[config.mk]
export PLATFORM = sky130hd
export DESIGN_NAME = sram_rmw_arbiter_flat
export DESIGN_NICKNAME = d
export VERILOG_FILES = /design/src/rtl/sram_rmw_arbiter_if.sv /design/src/rtl/sram_rmw_arbiter.sv /design/src/flat_wrapper.sv
export SDC_FILE = /design/constraint.sdc
export NUM_CORES = 1
export LEC_CHECK = 0
export ABC_AREA = 1
export CAP_MARGIN = 20
export CORE_ASPECT_RATIO = 1.25
export CORE_UTILIZATION = 44
export DETAILED_ROUTE_END_ITERATION = 8
export PLACE_DENSITY = 0.82
export SLEW_MARGIN = 20
export SYNTH_ARGS = -nofsm -noshare
export SYNTH_HDL_FRONTEND = slang
export SYNTH_SLANG_ARGS = --single-unit
[constraint.sdc]
create_clock -name CK -period 3.9 [get_ports CK]
set_input_delay 0.78 -clock CK [delete_from_list [all_inputs] [get_ports CK]]
set_output_delay 0.78 -clock CK [all_outputs]
set_load 0.02 [all_outputs]
[src/rtl/sram_rmw_arbiter_if.sv]
// Requester-side bundle for sram_rmw_arbiter: inference read port and learning
// update port. master = requesters, slave = arbiter.
interface sram_rmw_arbiter_if #(
  parameter int ADDR_WIDTH = 8,
  parameter int DATA_WIDTH = 32,
  parameter int SYN_WIDTH  = 8,
  parameter int LANE_W     = 2
);
  // Handshake: a requester raises *_req with stable payload and holds it until
  // the combinational *_gnt is seen high in the same cycle; the request is taken
  // at that clock edge and req must drop (or present a new request) next cycle.
  logic                  rd_req;
  logic [ADDR_WIDTH-1:0] rd_addr;
  logic                  rd_gnt;
  logic                  rd_valid;
  logic [DATA_WIDTH-1:0] rd_data;
  logic                  upd_req;
  logic [ADDR_WIDTH-1:0] upd_addr;
  logic [LANE_W-1:0]     upd_lane;
  logic [SYN_WIDTH-1:0]  upd_delta;
  logic                  upd_gnt;
  logic                  upd_done;

  modport master (
    output rd_req, rd_addr, upd_req, upd_addr, upd_lane, upd_delta,
    input  rd_gnt, rd_valid, rd_data, upd_gnt, upd_done
  );

  modport slave (
    input  rd_req, rd_addr, upd_req, upd_addr, upd_lane, upd_delta,
    output rd_gnt, rd_valid, rd_data, upd_gnt, upd_done
  );
endinterface

[src/rtl/sram_rmw_arbiter.sv]
// Single-port weight SRAM arbiter: pipelined inference reads plus atomic
// saturating lane read-modify-write. SRAM_ARB_INIT_CLEAR_EN adds a zeroing sweep.
module sram_rmw_arbiter #(
  parameter int ADDR_WIDTH = 8,
  parameter int DATA_WIDTH = 32,
  parameter int SRAM_DEPTH = 256,
  parameter int SYN_WIDTH  = 8,
  parameter int LANE_W     = 2
) (
  input  logic                  CK,
  input  logic                  RST,
  sram_rmw_arbiter_if.slave     bus,
  output logic                  busy,
  output logic                  init_done,
  output logic                  SRAM_CS,
  output logic                  SRAM_WE,
  output logic [ADDR_WIDTH-1:0] SRAM_A,
  output logic [DATA_WIDTH-1:0] SRAM_D,
  input  logic [DATA_WIDTH-1:0] SRAM_Q,
  output logic [2:0]            dbg_state
);

`ifdef SRAM_ARB_INIT_CLEAR_EN
  typedef enum logic [2:0] {
    S_IDLE = 3'd0, S_U_RD = 3'd1, S_U_MOD = 3'd2, S_U_WR = 3'd3, S_INIT = 3'd4
  } state_t;
  localparam state_t S_RESET = S_INIT;
`else
  typedef enum logic [2:0] {
    S_IDLE = 3'd0, S_U_RD = 3'd1, S_U_MOD = 3'd2, S_U_WR = 3'd3
  } state_t;
  localparam state_t S_RESET = S_IDLE;
`endif

  state_t                state_q, state_d;
  logic                  prio_q, prio_d;
  logic [LANE_W-1:0]     lane_q, lane_d;
  logic [SYN_WIDTH-1:0]  delta_q, delta_d;
  logic                  cs_d, we_d;
  logic [ADDR_WIDTH-1:0] a_d;
  logic [DATA_WIDTH-1:0] d_d;
  logic                  rd_gnt_c, upd_gnt_c;
  logic                  rd_pipe_q, rd_valid_q;
  logic                  upd_done_q, upd_done_d;
  logic [SYN_WIDTH-1:0]  old_lane, sat_lane;
  logic [SYN_WIDTH:0]    sum;
  logic [DATA_WIDTH-1:0] mod_word;

`ifdef SRAM_ARB_INIT_CLEAR_EN
  logic [ADDR_WIDTH:0]   init_cnt_q, init_cnt_d;
  logic                  init_done_q, init_done_d;
`endif

  // Sign-extend to SYN_WIDTH+1 bits; the two top bits disagree only on overflow.
  always_comb begin
    old_lane = SRAM_Q[lane_q*SYN_WIDTH +: SYN_WIDTH];
    sum      = {old_lane[SYN_WIDTH-1], old_lane} + {delta_q[SYN_WIDTH-1], delta_q};
    if (sum[SYN_WIDTH] != sum[SYN_WIDTH-1])
      sat_lane = sum[SYN_WIDTH] ? {1'b1, {(SYN_WIDTH-1){1'b0}}} : {1'b0, {(SYN_WIDTH-1){1'b1}}};
    else
      sat_lane = sum[SYN_WIDTH-1:0];
    mod_word = SRAM_Q;
    mod_word[lane_q*SYN_WIDTH +: SYN_WIDTH] = sat_lane;
  end

  always_comb begin
    state_d    = state_q;
    prio_d     = prio_q;
    lane_d     = lane_q;
    delta_d    = delta_q;
    cs_d       = 1'b0;
    we_d       = 1'b0;
    a_d        = SRAM_A;
    d_d        = SRAM_D;
    rd_gnt_c   = 1'b0;
    upd_gnt_c  = 1'b0;
    upd_done_d = 1'b0;
`ifdef SRAM_ARB_INIT_CLEAR_EN
    init_cnt_d  = init_cnt_q;
    init_done_d = init_done_q;
`endif
    case (state_q)
      S_IDLE: begin
        if (bus.rd_req && (!bus.upd_req || !prio_q)) begin
          rd_gnt_c = 1'b1;
          prio_d   = 1'b1;
          cs_d     = 1'b1;
          a_d      = bus.rd_addr;
        end else if (bus.upd_req) begin
          upd_gnt_c = 1'b1;
          prio_d    = 1'b0;
          cs_d      = 1'b1;
          a_d       = bus.upd_addr;
          lane_d    = bus.upd_lane;
          delta_d   = bus.upd_delta;
          state_d   = S_U_RD;
        end
      end
      S_U_RD: state_d = S_U_MOD;
      // SRAM_Q holds the old word now; SRAM_A still holds the update address.
      S_U_MOD: begin
        cs_d       = 1'b1;
        we_d       = 1'b1;
        d_d        = mod_word;
        upd_done_d = 1'b1;
        state_d    = S_U_WR;
      end
      S_U_WR: state_d = S_IDLE;
`ifdef SRAM_ARB_INIT_CLEAR_EN
      S_INIT: begin
        if (init_cnt_q == (ADDR_WIDTH+1)'(SRAM_DEPTH)) begin
          init_done_d = 1'b1;
          state_d     = S_IDLE;
        end else begin
          cs_d       = 1'b1;
          we_d       = 1'b1;
          a_d        = init_cnt_q[ADDR_WIDTH-1:0];
          d_d        = '0;
          init_cnt_d = init_cnt_q + 1'b1;
        end
      end
`endif
      default: state_d = S_IDLE;
    endcase
  end

  always_ff @(posedge CK) begin
    if (RST) begin
      state_q    <= S_RESET;
      prio_q     <= 1'b0;
      lane_q     <= '0;
      delta_q    <= '0;
      SRAM_CS    <= 1'b0;
      SRAM_WE    <= 1'b0;
      SRAM_A     <= '0;
      SRAM_D     <= '0;
      rd_pipe_q  <= 1'b0;
      rd_valid_q <= 1'b0;
      upd_done_q <= 1'b0;
    end else begin
      state_q    <= state_d;
      prio_q     <= prio_d;
      lane_q     <= lane_d;
      delta_q    <= delta_d;
      SRAM_CS    <= cs_d;
      SRAM_WE    <= we_d;
      SRAM_A     <= a_d;
      SRAM_D     <= d_d;
      rd_pipe_q  <= rd_gnt_c;
      rd_valid_q <= rd_pipe_q;
      upd_done_q <= upd_done_d;
    end
  end

`ifdef SRAM_ARB_INIT_CLEAR_EN
  always_ff @(posedge CK) begin
    if (RST) begin
      init_cnt_q  <= '0;
      init_done_q <= 1'b0;
    end else begin
      init_cnt_q  <= init_cnt_d;
      init_done_q <= init_done_d;
    end
  end
  assign init_done = init_done_q;
`else
  assign init_done = (SRAM_DEPTH > 0);
`endif

  assign bus.rd_gnt   = rd_gnt_c;
  assign bus.upd_gnt  = upd_gnt_c;
  assign bus.rd_valid = rd_valid_q;
  assign bus.rd_data  = SRAM_Q;
  assign bus.upd_done = upd_done_q;
  assign busy         = (state_q != S_IDLE);
  assign dbg_state    = state_q;

endmodule

[src/flat_wrapper.sv]
// flat-port wrapper written by rule: the top's interface ports become plain ports
module sram_rmw_arbiter_flat 
#(
  parameter int ADDR_WIDTH = 8,
  parameter int DATA_WIDTH = 32,
  parameter int SRAM_DEPTH = 256,
  parameter int SYN_WIDTH  = 8,
  parameter int LANE_W     = 2
)
  (CK, RST, busy, init_done, SRAM_CS, SRAM_WE, SRAM_A, SRAM_D, SRAM_Q, dbg_state, bus_rd_req, bus_rd_addr, bus_upd_req, bus_upd_addr, bus_upd_lane, bus_upd_delta, bus_rd_gnt, bus_rd_valid, bus_rd_data, bus_upd_gnt, bus_upd_done);
  sram_rmw_arbiter_if #(.ADDR_WIDTH(ADDR_WIDTH), .DATA_WIDTH(DATA_WIDTH), .SYN_WIDTH(SYN_WIDTH), .LANE_W(LANE_W)) bus_i ();
  input  logic CK;
  input  logic RST;
  output logic busy;
  output logic init_done;
  output logic SRAM_CS;
  output logic SRAM_WE;
  output logic [ADDR_WIDTH-1:0] SRAM_A;
  output logic [DATA_WIDTH-1:0] SRAM_D;
  input  logic [DATA_WIDTH-1:0] SRAM_Q;
  output logic [2:0] dbg_state;
  input wire logic [$bits(bus_i.rd_req)-1:0] bus_rd_req;
  input wire logic [$bits(bus_i.rd_addr)-1:0] bus_rd_addr;
  input wire logic [$bits(bus_i.upd_req)-1:0] bus_upd_req;
  input wire logic [$bits(bus_i.upd_addr)-1:0] bus_upd_addr;
  input wire logic [$bits(bus_i.upd_lane)-1:0] bus_upd_lane;
  input wire logic [$bits(bus_i.upd_delta)-1:0] bus_upd_delta;
  output wire logic [$bits(bus_i.rd_gnt)-1:0] bus_rd_gnt;
  output wire logic [$bits(bus_i.rd_valid)-1:0] bus_rd_valid;
  output wire logic [$bits(bus_i.rd_data)-1:0] bus_rd_data;
  output wire logic [$bits(bus_i.upd_gnt)-1:0] bus_upd_gnt;
  output wire logic [$bits(bus_i.upd_done)-1:0] bus_upd_done;
  assign bus_i.rd_req = bus_rd_req;
  assign bus_i.rd_addr = bus_rd_addr;
  assign bus_i.upd_req = bus_upd_req;
  assign bus_i.upd_addr = bus_upd_addr;
  assign bus_i.upd_lane = bus_upd_lane;
  assign bus_i.upd_delta = bus_upd_delta;
  assign bus_rd_gnt = bus_i.rd_gnt;
  assign bus_rd_valid = bus_i.rd_valid;
  assign bus_rd_data = bus_i.rd_data;
  assign bus_upd_gnt = bus_i.upd_gnt;
  assign bus_upd_done = bus_i.upd_done;
  sram_rmw_arbiter #(.ADDR_WIDTH(ADDR_WIDTH), .DATA_WIDTH(DATA_WIDTH), .SRAM_DEPTH(SRAM_DEPTH), .SYN_WIDTH(SYN_WIDTH), .LANE_W(LANE_W)) u_core (.CK(CK), .RST(RST), .bus(bus_i), .busy(busy), .init_done(init_done), .SRAM_CS(SRAM_CS), .SRAM_WE(SRAM_WE), .SRAM_A(SRAM_A), .SRAM_D(SRAM_D), .SRAM_Q(SRAM_Q), .dbg_state(dbg_state));
endmodule
==> qor.csv <==
metric,value,unit
status,finished clean,
critPathTopFamily,buffers and inverters,
worst_slew_pin_slew,1.00,ns
ios,145,
grt_pass1_wl,17300,um
cp-end-kind,output pin,
drt-total-wl,11300,um
path_class,input port to output pin,
cts_setup_buffers,0,
synth_fp_nets,567,
crit_path_start_kind,input port,
crit_slowest_cell,clkdlybuf4s50_1,
drt-wirelength-per-cell,16.3,um
drv_cap,0,
drc,0,
final_common_cell,clkdlybuf4s50_1,
clkSlewWorstSetupHoldPaths,0.07,ns
drt-pass1-iter-count,5,
whs,0.409,ns
synth_seq_cells,57,
required,3.12,ns
track_usage,0.274,
clock_skew,0.0119,ns
crit_arrival,2.44,ns
rows,36,
cp_slowest_stage_delay,0.62,ns
die_height,103,um
clock_latency,0.34,ns
clockRootBuffer,clkbuf_8,
p_leak,2.05,nW
grt_max_degree,38,
async_reset_ff_frac,0,
core_area,7840,sq um
setup_viol,0,
setup_ws,0.675,ns
ir_drop,469,uV
fin_cells,692,
powerDensity,735,nW/um^2
n_antenna_cell,0,
gr-total-overflow,0,
htreeDepth,3,
dp_hpwl,8450,um
place_worst_setup_slack,0.428,ns
io_buffer_count,142,
cts_tree,built,
cts_buffer_depth,2,
numClockSinks,57,
final_util,0.634,
vias,3731,
cts.hold.buffers_added,0,
final_cell_mix,"clkdlybuf4s50_1, o21ai_0, nand2_1, a21oi_1, dfxtp_1",
synthCells,490,
multi_input_area,1920,sq um
period_needed,3.22,ns
timing.slew.headroom,0.327,
cp_max_fo,10,
ys.flop_type,dfxtp_1,
synth_cell_types,35,
antenna_found_initial,0,
drt-initial-drc-count,354,
rsz0062_at_grt,false,
cp_cell_sequence,clkdlybuf4s50_1 > nand2_1 > nand2_1 > inv_2 > nor3_2 > buf_4 > clkdlybuf4s50_1,
fin_crit_sh,0.827,
cts_inserted_buffers,9,
dieArea,8470,sq um
synth-seq-area-share,0.320,
place.gp.congestion,0.893,
dieWidth,82.5,um
area_growth,39.4,%
start_util,0.455,
setup_tns,0,ns
fmax,0.310,GHz
vias_per_cell,5.39,
path_buf_inv,4,
fillCellCount,709,
finalNetCount,669,
grt_pass1_vias,3485,
synthesis.area,3570,sq um
hold_viol,0,
min_path_type,register to register,
slew_viol_final,0,
antenna_left,0,
synth.avg_cell_area,7.28,sq um
dpl.cell_count,676,
seq_area,1140,sq um
yosysWarnings,0,
synth_edf_count,0,
drive_gt1_frac,0.0972,
ctsResizeCount,0,
through the flow:
step	power [mW]	cell area [sq um]
finish	3.65	4970
global route	3.87	4970
CTS	3.64	4970
detailed placement	3.07	4780
global placement	3.04	4780
floorplan	2.37	3570
report_power, final:
part           switching (mW)  internal [mW]
combinational            1.34          0.840
sequential              0.128          0.789
clock                   0.260          0.297
flip-flops by register name, indices dropped and copies added, names as in the netlist:
| name | count |
|---|---|
| u_core.dbg_state | 2 |
| u_core.bus.rd_valid | 1 |
| u_core.prio_q | 1 |
| u_core.rd_pipe_q | 1 |
| u_core.SRAM_WE | 1 |
| u_core.SRAM_A | 8 |
| u_core.SRAM_CS | 1 |
| u_core.SRAM_D | 32 |
| u_core.lane_q | 2 |
| u_core.delta_q | 8 |
cell type report:
type / instances / share of cell area
Tap cell: 95 / 0.0239
Sequential cell: 57 / 0.229
Clock inverter: 6 / 0.0138
Inverter: 32 / 0.0242
Timing Repair Buffer: 149 / 0.296
Multi-Input combinational cell: 343 / 0.387
Clock buffer: 10 / 0.0257
metal layers:
metal	part of all wire	vias to the layer above	global-route usage	wire length, um
met3	0.084	16	0.0646	942
met4	0.022	0	0.118	245
met2	0.50	167	0.448	5680
li1	-	1826	-	-
met1	0.39	1722	0.341	4390
met5	0	-	0	0
path summary, 6_finish.rpt:
path	startpoint	end	slack [ns]	cells after the start
worst max register to register	u_core.lane_q[1]	u_core.SRAM_D[8]	0.68	16
worst min-delay path	u_core.rd_pipe_q	u_core.bus.rd_valid	0.41	2
worst max-delay path	bus_upd_req	bus_upd_gnt	0.68	7
worst min register to register	u_core.rd_pipe_q	u_core.bus.rd_valid	0.41	2
cell families (layout without fill, tap and decap cells):
kind of cell / Yosys count / after routing / synth area share
and+or+nand+nor: 174 / 174 / 0.253
AOI/OAI and AO/OA: 149 / 149 / 0.222
buffers and inverters: 90 / 197 / 0.141
DFF: 57 / 57 / 0.320
adders and majority gates: 15 / 15 / 0.0547
xor gates and xnor gates: 3 / 3 / 0.00737
other: 2 / 2 / 0.00211
cell usage after synthesis (6+ instances only):
cell type / n / area share
nand2_4: 12 / 0.038
a21oi_2: 6 / 0.015
buf_4: 35 / 0.074
nand3_1: 14 / 0.020
inv_1: 26 / 0.027
o22ai_1: 8 / 0.014
nor2_1: 52 / 0.055
nand4_1: 12 / 0.021
a31oi_1: 8 / 0.014
a21oi_1: 59 / 0.083
clkbuf_1: 16 / 0.017
ha_1: 14 / 0.049
nand2_1: 65 / 0.068
dfxtp_1: 57 / 0.32
o21ai_0: 67 / 0.094
worst reg2reg max path: cells and delay by family (launching register included):
kind / cells / cell delay [ns]
buffers and inverters: 1 / 0.43
adders and majority gates: 2 / 0.70
DFF: 1 / 0.58
AOI/OAI and AO/OA: 3 / 0.42
and+or+nand+nor: 10 / 1.03
Power figures use the tool's default switching activity.
